## src/rtl/uart_cmd_seq_if.sv

```systemverilog
// uart_cmd_seq_if: receiver byte handshake plus command output of uart_cmd_seq.
interface uart_cmd_seq_if;
    logic        rx_rdy;
    logic [7:0]  rx_data;
    logic        clr_rx_rdy;
    logic        clr_cmd_rdy;
    logic [15:0] cmd;
    logic        cmd_rdy;
    logic        tmo;
    modport master (output rx_rdy, rx_data, clr_cmd_rdy, input clr_rx_rdy, cmd, cmd_rdy, tmo);
    modport slave (input rx_rdy, rx_data, clr_cmd_rdy, output clr_rx_rdy, cmd, cmd_rdy, tmo);
endinterface

```

## src/rtl/uart_cmd_seq.sv

```systemverilog
// uart_cmd_seq: assembles two received UART bytes into a 16-bit command {first, second}.
// Define UART_CMD_SEQ_TMO_EN to build the inter-byte timeout; otherwise WAIT_LO waits forever.
module uart_cmd_seq #(
    parameter int TMO_CYCLES = 52080
) (
    input logic clk,
    input logic rst,
    uart_cmd_seq_if.slave bus
);
    typedef enum logic {WAIT_HI, WAIT_LO} state_t;
    state_t state, state_nx;
    logic [7:0] hi;
    logic guard, take, take_hi, take_lo, expire;
    if (TMO_CYCLES < 1 || TMO_CYCLES > 65536) begin : g_tmo_range
        $error("TMO_CYCLES must fit the 16-bit timeout counter");
    end
    always_ff @(posedge clk) state <= rst ? WAIT_HI : state_nx;
    always_comb state_nx = take_hi ? WAIT_LO : (take_lo || expire) ? WAIT_HI : state;
    // rx_rdy is ignored while clr_rx_rdy is out and for one cycle after, covering receiver clear latency
    always_comb begin
        take    = bus.rx_rdy && !bus.clr_rx_rdy && !guard;
        take_hi = take && state == WAIT_HI;
        take_lo = take && state == WAIT_LO;
    end
`ifdef UART_CMD_SEQ_TMO_EN
    logic [15:0] cnt;
    assign expire = state == WAIT_LO && !take && cnt == 16'(TMO_CYCLES - 1);
    always_ff @(posedge clk) begin
        cnt     <= (rst || state != WAIT_LO || take || expire) ? '0 : cnt + 16'd1;
        bus.tmo <= !rst && expire;
    end
`else
    assign expire  = 1'b0;
    assign bus.tmo = 1'b0;
`endif
    always_ff @(posedge clk) begin
        if (rst) begin
            hi             <= '0;
            guard          <= 1'b0;
            bus.clr_rx_rdy <= 1'b0;
            bus.cmd        <= '0;
            bus.cmd_rdy    <= 1'b0;
        end else begin
            guard          <= bus.clr_rx_rdy;
            bus.clr_rx_rdy <= take;
            if (take_hi) hi <= bus.rx_data;
            if (take_lo) bus.cmd <= {hi, bus.rx_data};
            bus.cmd_rdy    <= take_lo || (bus.cmd_rdy && !bus.clr_cmd_rdy && !take_hi);
        end
    end
endmodule
```

## src/flat_wrapper.sv

```systemverilog
// flat-port wrapper written by rule: the top's interface ports become plain ports
module uart_cmd_seq_flat 
#(
    parameter int TMO_CYCLES = 52080
)
  (clk, rst, bus_rx_rdy, bus_rx_data, bus_clr_cmd_rdy, bus_clr_rx_rdy, bus_cmd, bus_cmd_rdy, bus_tmo);
  uart_cmd_seq_if bus_i ();
  input logic clk;
  input logic rst;
  input wire logic [$bits(bus_i.rx_rdy)-1:0] bus_rx_rdy;
  input wire logic [$bits(bus_i.rx_data)-1:0] bus_rx_data;
  input wire logic [$bits(bus_i.clr_cmd_rdy)-1:0] bus_clr_cmd_rdy;
  output wire logic [$bits(bus_i.clr_rx_rdy)-1:0] bus_clr_rx_rdy;
  output wire logic [$bits(bus_i.cmd)-1:0] bus_cmd;
  output wire logic [$bits(bus_i.cmd_rdy)-1:0] bus_cmd_rdy;
  output wire logic [$bits(bus_i.tmo)-1:0] bus_tmo;
  assign bus_i.rx_rdy = bus_rx_rdy;
  assign bus_i.rx_data = bus_rx_data;
  assign bus_i.clr_cmd_rdy = bus_clr_cmd_rdy;
  assign bus_clr_rx_rdy = bus_i.clr_rx_rdy;
  assign bus_cmd = bus_i.cmd;
  assign bus_cmd_rdy = bus_i.cmd_rdy;
  assign bus_tmo = bus_i.tmo;
  uart_cmd_seq #(.TMO_CYCLES(TMO_CYCLES)) u_core (.clk(clk), .rst(rst), .bus(bus_i));
endmodule
```

## config.mk

```make
export PLATFORM = sky130hd
export DESIGN_NAME = uart_cmd_seq_flat
export DESIGN_NICKNAME = d
export VERILOG_FILES = /design/src/rtl/uart_cmd_seq_if.sv /design/src/rtl/uart_cmd_seq.sv /design/src/flat_wrapper.sv
export SDC_FILE = /design/constraint.sdc
export NUM_CORES = 1
export LEC_CHECK = 0
export CAP_MARGIN = 20
export CELL_PAD_IN_SITES_DETAIL_PLACEMENT = 0
export CELL_PAD_IN_SITES_GLOBAL_PLACEMENT = 2
export CORE_AREA = 2 2 70 65
export DETAILED_ROUTE_END_ITERATION = 10
export DIE_AREA = 0 0 72 67
export GPL_ROUTABILITY_DRIVEN = 0
export PLACE_DENSITY = 0.78
export SLEW_MARGIN = 20
export SYNTH_ARGS = -nofsm -noshare
export SYNTH_HDL_FRONTEND = slang
export SYNTH_SLANG_ARGS = --single-unit
```

## constraint.sdc

```tcl
create_clock -name clk -period 1.52 [get_ports clk]
set_clock_uncertainty 0.05 [all_clocks]
set_input_delay 0.456 -clock clk [delete_from_list [all_inputs] [get_ports clk]]
set_output_delay 0.456 -clock clk [all_outputs]
set_load 0.03 [all_outputs]
```

==> impl_metrics.csv <==
group,metric,value,unit
timing,period_share,93.30,%
worst_setup_path,crit_fanout,7,
pwr,ir_drop,0.0003607,V
placement,dp_cells,182,
floorplanning,start_util,28.39,%
yosys,ys_ff_latch,28,
clocking,numCtsBuffers,3,
run_status,status,"finished, final reports clean",
clocking,htreeDepth,1,
pwr,total_leakage_power,0.6710,nW
cells_and_area,antenna_cells,0,
drt,firstDrtPassIters,2,
cells_and_area,final_cell_count_no_fill,186,
yosys,synth_nets,117,
clocking,clk_latency,270,ps
pwr,p_seq_share,53.9,%
floorplanning,die_w,72,microns
yosys,syn_area,1149,sq um
floorplanning,floorplan.die_area,4824,sq um
global_route,grt_antenna_before_repair,0,
pwr,clkPwrFrac,30.9,%
cells_and_area,nNetsFinal,151,
cells_and_area,drive_above_1_share,24.64,%
clocking,cts_buffer_depth,2,
global_route,grt_pass1_wl,4022,microns
worst_setup_path,path_class,"input port to flop",
cells_and_area,layout_commonest_cell,"nand2b_1",
floorplanning,die_y,67,microns
clocking,cts_tree,"built",
drt,wl_per_cell,12.44,microns
timing,finalSetupViolCount,0,
placement,dp_hpwl,1782,microns
cells_and_area,layout_common_cells,"nand2b_1 (33), dfxtp_1 (27), mux2i_1 (24)",
pwr,p_sw,0.3451,mW
pwr,power_density,958.2,nW/um^2
drt,via_count,792,
yosys,yosysSeqAreaShare,48.80,%
worst_setup_path,endpoint_kind,"flop",
timing,fmax,705.1,MHz
clocking,cts_root_buf,"clkbuf_8",
worst_setup_path,cp.arrival,1560,ps
global_route,grt_max_degree,21,
pwr,p_int,1.120,mW
yosys,ys_types,17,
pwr,sw_frac_of_total,23.56,%
pwr,comb_power_share,15.3,%
drt,drtIter0Drc,25,
timing,grt_setup_unrepaired,"false",
clocking,post_cts_buffers,0,
yosys,avgSynthCellArea,10.94,sq um
timing,drv_slew,0,
timing,setup_tns,0,ps
yosys,synth.yosys.warnings,0,
floorplanning,rows,22,
drt,drc,0,
placement,port_buffers,29,
drt,ant_nets,0,
clocking,path_clk_slew,90,ps
timing,finalCriticalPeriod,1418,ps
worst_setup_path,cp-start-kind,"input port",
worst_hold_path,hp-class,"flop to flop",
drt,wl,2314,microns
job,drv_cap,0,
global_route,grt_pass1_vias,843,
clocking,cts_sinks,28,
floorplanning,core_area,4046,sq um
cells_and_area,layout-area-overhead-vs-synth,33.12,%
timing,hold_viol_final,0,
global_route,track_usage,10.82,%
floorplanning,io_pins,31,
yosys,syn_inst,105,
worst_setup_path,critical_path_required,1660,ps
global_route,grt_overflow,0,
drt,vias_per_cell,4.258,
cells_and_area,fillCellCount,401,
-- metrics by stage --
step | total power [mW] | cell area (sq um) | utilization [%] | setup WS, ps | hold WS (ps)
after floorplan | 0.9450 | 1149 | - | 89.19 | 408.1
after global placement | 1.025 | 1489 | 36.80 | -404.9 | 406.4
after detailed placement | 1.031 | 1489 | 36.80 | -446.8 | 420.0
after CTS | 1.489 | 1558 | 38.50 | 4.423 | 436.3
after global routing | 1.551 | 1529 | 37.79 | 66.25 | 463.1
final | 1.465 | 1529 | 37.79 | 101.8 | 429.4
-- kinds of logic after synthesis --
| kind of cell | synth area share (%) |
|---|---|
| DFF | 48.80 |
| AOI/OAI and AO/OA | 0.6538 |
| muxes | 21.90 |
| and+or+nand+nor | 24.29 |
| other | 0.3265 |
| buffers and inverters | 4.029 |
-- power by group through the flow --
stage	Clock, mW	Sequential, mW	Combinational, mW
6_report	0.452	0.789	0.223
2_1_floorplan	0	0.829	0.116
4_1_cts	0.470	0.789	0.229
3_3_place_gp	0	0.803	0.222
3_5_place_dp	0	0.805	0.226
5_1_grt	0.513	0.794	0.243
-- sequential cells by signal, summed over array words and instances, names as in the netlist --
| signal | flops |
|---|---|
| u_core.bus.clr_rx_rdy | 1 |
| u_core.hi | 8 |
| u_core.bus.cmd_rdy | 1 |
| u_core.state | 1 |
| u_core.guard | 1 |
| u_core.bus.cmd | 16 |
-- synthesized netlist by cell type --
cell type	instances	area, sq um
nor4b_1	1	8.760
nor2b_1	2	12.51
clkbuf_1	4	15.01
mux2_1	1	11.26
nor4bb_1	1	10.01
or4b_4	1	13.76
dfxtp_1	28	560.5
mux2i_1	24	240.2
or3b_2	1	8.760
conb_1	1	3.750
buf_2	1	5.000
buf_6	1	11.26
nor2_1	2	7.510
nand2b_1	33	206.5
buf_4	2	15.01
a211oi_1	1	7.510
or4bb_1	1	11.26
-- critical path, cell delays in order --
cell and delay (ps):
dlygate4sd2_1 250, or4bb_1 500, buf_6 160, mux2i_1 180
-- routing by layer --
layer  global-route usage [%]  part of all wire [%]  up-vias
met5                        0                     0        -
met4                    4.245                   1.2        0
met3                    1.513                   4.4        2
met2                    17.94                    45       22
met1                    14.17                    50      358
li1                         -                     -      410
-- cell type report --
class,instances,area [sq um],share of cell area (%)
flip-flops and latches,28,561.8,36.74
clock buffers,4,55.05,3.601
well taps,48,60.06,3.928
multi-input cells,69,559.3,36.58
repair buffers,37,292.8,19.15
-- worst paths after layout --
| path | startpoint | end | slack [ps] | cells after the start |
|---|---|---|---|---|
| worst max-delay path | bus_rx_rdy | u_core.bus.cmd[14]$_SDFFE_PP0P_ | 100 | 4 |
| worst min-delay path | u_core.bus.cmd[2]$_SDFFE_PP0P_ | u_core.bus.cmd[2]$_SDFFE_PP0P_ | 430 | 2 |
| worst max register to register | u_core.bus.clr_rx_rdy$_SDFF_PP0_ | u_core.bus.cmd[14]$_SDFFE_PP0P_ | 150 | 3 |
| worst min register to register | u_core.bus.cmd[2]$_SDFFE_PP0P_ | u_core.bus.cmd[2]$_SDFFE_PP0P_ | 430 | 2 |
-- timing repair --
item / CTS / global route
setup endpoints to repair: 31 / 7
resized for setup: 16 / 7
hold endpoints to repair: 0 / 0
hold buffers: 0 / 0
Power figures use the tool's default switching activity.
